`src/rtl/mem_stage.sv`:
```
// Memory-access stage of the five-stage MIPS pipeline: registers the execute bus,
// merges synchronous data-SRAM read data for loads and keeps it alive across write-back stalls.
module mem_stage (
  input  logic        clk,
  input  logic        reset,
  input  logic        ws_allowin,
  output logic        ms_allowin,
  input  logic        es_to_ms_valid,
  input  logic [70:0] es_to_ms_bus,
  output logic        ms_to_ws_valid,
  output logic [69:0] ms_to_ws_bus,
  input  logic [31:0] data_sram_rdata,
  output logic [31:0] ms_to_ds_result,
  output logic [4:0]  MS_dest
);

  localparam int ES_TO_MS_BUS_WD = 71;
  localparam int MS_TO_WS_BUS_WD = 70;

  typedef enum logic {LIVE, HELD} hold_state_t;

  hold_state_t                 state;
  logic                        ms_valid;
  logic                        ms_fresh;
  logic [31:0]                 rdata_hold;
  logic [ES_TO_MS_BUS_WD-1:0]  es_to_ms_bus_r;

  logic        ms_ready_go;
  logic        accept;
  logic        res_from_mem;
  logic        gr_we;
  logic [4:0]  dest;
  logic [31:0] alu_result;
  logic [31:0] pc;
  logic [31:0] mem_data;
  logic [31:0] final_result;

  assign {res_from_mem, gr_we, dest, alu_result, pc} = es_to_ms_bus_r;

  assign ms_ready_go    = 1'b1;
  assign ms_allowin     = !ms_valid || (ms_ready_go && ws_allowin);
  assign ms_to_ws_valid = ms_valid && ms_ready_go;
  assign accept         = es_to_ms_valid && ms_allowin;

  // SRAM read data is only meaningful in the fresh cycle; afterwards use the captured copy
  assign mem_data        = (state == HELD) ? rdata_hold : data_sram_rdata;
  assign final_result    = res_from_mem ? mem_data : alu_result;
  assign ms_to_ds_result = final_result;
  assign MS_dest         = dest & {5{ms_valid && gr_we}};

  assign ms_to_ws_bus = {gr_we, dest, final_result, pc};

  // Acceptance of a new instruction always wins over the hold FSM so a stale
  // captured word can never be reported for the next load.
  always_ff @(posedge clk) begin
    if (reset) begin
      ms_valid       <= 1'b0;
      ms_fresh       <= 1'b0;
      state          <= LIVE;
      rdata_hold     <= 32'h0;
      es_to_ms_bus_r <= '0;
    end else begin
      if (ms_allowin) begin
        ms_valid <= es_to_ms_valid;
      end
      if (accept) begin
        es_to_ms_bus_r <= es_to_ms_bus;
      end
      ms_fresh <= accept;

      if (accept) begin
        state <= LIVE;
      end else begin
        case (state)
          LIVE: begin
            if (ms_valid && ms_fresh && res_from_mem && !ws_allowin) begin
              state      <= HELD;
              rdata_hold <= data_sram_rdata;
            end
          end
          HELD: begin
            if (ws_allowin) begin
              state <= LIVE;
            end
          end
          default: state <= LIVE;
        endcase
      end
    end
  end

endmodule

```
`config.mk`:
```
export PLATFORM = sky130hd
export DESIGN_NAME = mem_stage
export DESIGN_NICKNAME = d
export VERILOG_FILES = /design/src/rtl/mem_stage.sv
export SDC_FILE = /design/constraint.sdc
export NUM_CORES = 1
export LEC_CHECK = 0
export CAP_MARGIN = 25
export CORE_MARGIN = 2
export CORE_UTILIZATION = 30
export CTS_CLUSTER_DIAMETER = 150
export DETAILED_ROUTE_END_ITERATION = 8
export DONT_BUFFER_PORTS = 1
export SYNTH_ARGS = -nofsm -noshare
export SYNTH_HDL_FRONTEND = slang
export SYNTH_SLANG_ARGS = --single-unit
export TNS_END_PERCENT = 50
```
`constraint.sdc`:
```
create_clock -name clk -period 2.2 [get_ports clk]
set_clock_uncertainty 0.1 [all_clocks]
set_input_delay 0.44 -clock clk [delete_from_list [all_inputs] [get_ports clk]]
set_output_delay 0.44 -clock clk [all_outputs]
set_load 0.01 [all_outputs]
```
# == After elaboration in Yosys (flattened, before gate mapping) ==
# Index checks and enable logic that the tools add are counted.
# classes
mux,5
n_bitwise,3
reduce_logical,10
# op_table
op,count
2-to-1 mux 32 bit,2
bitwise AND 5 bit,1
logical AND 1 bit,5
AND reduction 3 bit,1
logical NOT 1 bit,2
2-to-1 mux 1 bit,2
inverter 1 bit,2
case mux 1 bit (2 select lines),1
OR reduction 2 bit,1
logical OR 1 bit,1
# totals
ff_bits,106
inputBits,107
output_inout_bits,109
elab_cells,23

# == Logic depth before layout (Yosys ltp) ==
# Gate-level depths: netlist (run 1).
# logic_depth
word_depth,5
mapped_depth,6
ltp_nobuf,3

# == Worst setup path after synthesis (run 1) ==
# No wires, ideal clock.
# synth_timing
kind,register -> output
startpoint,register es_to_ms_bus_r[70]
endpoint,output port ms_to_ws_bus[55]
arrival_ns,1.397
t_required_ns,1.660
slack_ns,0.263
stages_incl_launch_ff,6
path_cell_list,dfxtp_1 > clkbuf_1 > clkbuf_1 > nor2_1 > a21oi_1 > buf_4
# synth_between
elab_chain_cells,1
# synth_rtl
element,line,source
start: declaration,26,logic [ES_TO_MS_BUS_WD-1:0] es_to_ms_bus_r;
start signal: assignment,67,es_to_ms_bus_r <= es_to_ms_bus;
2-to-1 mux 32 bit,47,assign final_result = res_from_mem ? mem_data : alu_result;
end: declaration,11,"output logic [69:0] ms_to_ws_bus,"
# No other way between the ends.

# == Worst setup path after layout (run 1) ==
# layout_timing
startpoint,register es_to_ms_bus_r[70]
endpoint,output port ms_to_ws_bus[49]
# The elaborated chain is that of the path after synthesis.

==> flow_summary_export.csv, run 1 <==
group,metric,value,unit
route,antenna_left,0,
route,avgRoutedWirePerCell,17.26,µm
route,vias,3155,
sta,slew_headroom,66.65,%
synth,synthDistinctLibCells,19,
floorplan,initial_core_util,30.95,%
global_route,gr-total-overflow,0,
placed_design,dp.cells,633,
placed_design,portBuffers,0,
cts,htreeDepth,3,
route,drc,0,
global_route,grt_use_met2,21.10,%
global_route,grt_pass1_wl,17400,µm
power,peakVddDrop,0.4063,mV
cts,cts_max_path_buffers,2,
floorplan,die_width,132.5,µm
setup_path,cp_max_fo,35,
floorplan,rows,46,
global_route,grt_max_degree,73,
setup_path,cp.required,1.66,ns
cts,cts_buffers,9,
floorplan,die_y,132.5,µm
synth,syn-instance-count,490,
sta,tns,0,ns
sta,period_share,94.74,%
route,first_pass_iters,4,
synth,synth_area_per_cell,10.11,µm²
sta,worst_pin_slew,0.5019,ns
sta,setup_viol,0,
layout,post_layout_nonfiller_instances,655,
setup_path,critPathCaptureType,"output pin",
global_route,antenna_found_initial,0,
synth,syn-cell-area,4952,µm²
synth,syn_nets,597,
layout,drive_above_1_share,14.81,%
cts,cts_root_buffer,"clkbuf_16",
sta,period_needed,2.084,ns
setup_path,worstSetupPathType,"flop to output pin",
sta,final-max-slew-violation-count,0,
cts,cts_tree,"yes",
setup_path,startpoint_type,"flop",
cts,hold_buffers,0,
synth,seq_area_frac_synth,42.85,%
global_route,grt_usage,12.76,%
synth,synth_seq_cells,106,
cts,path_clk_slew,0.07,ns
sta,rsz0062_at_grt,"no",
placed_design,hpwlAfterDp,7875,µm
cts,cts_num_sinks,106,
floorplan,io_pins,216,
setup_path,worstPathArrival,1.54,ns
sta,hold_violations,0,
sta,fmax,479.8,MHz
route,drtIter0Drc,110,
sta,fin_worst_hold_slack,0.04427,ns
layout,areaGrowthSynthToFinish,4.750,%
global_route,grt.busiest_layer,"met2",
floorplan,coreArea,16000,µm²
status,outcome,"finished, final reports clean",
global_route,grt_use_met1,14.82,%
synth,yosysWarningCount,0,
layout,nNetsFinal,541,
placed_design,gp_congestion,0.8099,
layout,diodes,0,
route,wl,11300,µm
route,vias_per_cell,4.817,
power,pwr_density_cell,848.7,nW/µm²
floorplan,die_area,17550,µm²
worst_hold_path,hold_path.class,"input port to flop",
power,p_leak,1.914,nW
global_route,grt_use_met3,4.828,%
global_route,grt_pass1_vias,3227,
run,max_cap_violations,0,
cts,insertion_delay,0.34,ns
==> flip-flops by register name (all words and copies together) (netlist names) <==
register / cells
es_to_ms_bus_r: 71
ms_fresh: 1
rdata_hold: 32
ms_to_ws_valid: 1
state: 1
==> layout by cell type, fill, tap and decap left out, types with 3 or more instances in the layout <==
cell type	instances
mux2i_1	64
bufinv_16	3
buf_4	35
nand2b_1	65
clkbuf_16	9
a22o_1	71
dfxtp_1	104
and3_1	5
buf_12	5
a21oi_1	30
nor2_1	32
a21oi_2	3
==> cells in the mapped netlist <==
library cell | number | area share (%)
dfxtp_1 | 106 | 43
nor3_4 | 1 | 0.33
a31oi_1 | 1 | 0.13
nor3b_2 | 2 | 0.51
clkbuf_1 | 13 | 0.99
buf_2 | 12 | 1.2
buf_6 | 8 | 1.8
nand2_1 | 1 | 0.076
buf_4 | 70 | 11
nor2_1 | 32 | 2.4
and3_1 | 5 | 0.63
nand2b_1 | 65 | 8.2
a21oi_4 | 1 | 0.33
mux2i_1 | 64 | 13
a21oi_1 | 33 | 3.3
buf_1 | 1 | 0.076
inv_1 | 1 | 0.076
buf_8 | 3 | 0.91
a22o_1 | 71 | 13
==> per-stage QoR <==
stage | util [%] | setup WS [ns] | cell area (µm²) | total power [mW]
2_1_floorplan | - | 0.2625 | 4952 | 2.595
3_3_place_gp | 29.85 | 0.2972 | 4776 | 2.568
3_5_place_dp | 29.85 | 0.2487 | 4776 | 2.582
4_1_cts | 32.07 | 0.03511 | 5131 | 4.473
5_1_grt | 32.42 | 0.006462 | 5187 | 4.605
6_report | 32.42 | 0.1157 | 5187 | 4.403
==> path summary, 6_finish.rpt <==
check / from / endpoint / slack, ns / depth (start not counted)
max reg2reg: es_to_ms_bus_r[70]$_SDFFE_PP0P_ / rdata_hold[17]$_SDFFE_PP0P_ / 0.50 / 5
min: ws_allowin / state$_SDFF_PP0_ / 0.04 / 1
max: es_to_ms_bus_r[70]$_SDFFE_PP0P_ / ms_to_ws_bus[49] / 0.12 / 3
min reg2reg: rdata_hold[26]$_SDFFE_PP0P_ / rdata_hold[26]$_SDFFE_PP0P_ / 0.37 / 2
==> final cells by class <==
| class | instances | area [µm²] |
|---|---|---|
| multi-input cells | 276 | 2071 |
| inverters | 1 | 3.754 |
| repair buffers | 40 | 362.8 |
| well taps | 216 | 270.3 |
| flip-flops and latches | 106 | 2127 |
| clock inverters | 6 | 113.9 |
| clock buffers | 10 | 239.0 |
| fillers | 1678 | 10810 |
==> critical path: stages (launching register included) <==
cell and delay [ns]:
dfxtp_2 0.33, buf_4 0.33, nor2_1 0.10, a21oi_1 0.42
==> kinds of logic after synthesis <==
family,Yosys count,share of synthesized area [%]
buf+inv,108,15.69
simple gates,106,12.18
flops,106,42.85
mux,64,12.94
compound gates,106,16.35
==> repair_timing <==
| action | CTS | global route |
|---|---|---|
| setup buffers | 0 | 6 |
| resized for setup | 1 | 3 |
| cloned | 0 | 0 |
| endpoints found under the hold margin | 0 | 0 |
| endpoints found under the setup margin | 52 | 20 |
==> where the power goes <==
group,internal [mW],total [mW],switching [mW]
logic,0.198,0.456,0.258
registers,2.00,2.08,0.0771
clock network,1.15,1.87,0.721
total,3.35,4.40,1.06
==> metal layers <==
metal	routed length, µm	share of wire, %
met1	4744	42
met2	5365	47
met5	0	0
met3	976	8.6
met4	217	1.9
(Power assumes the default switching activity.)
==> inputs of run 2 (changes only) <==
- CAP_MARGIN: 25 -> default
==> results of run 2 <==
Final layout, timing and power as in run 1 (identical DEF).
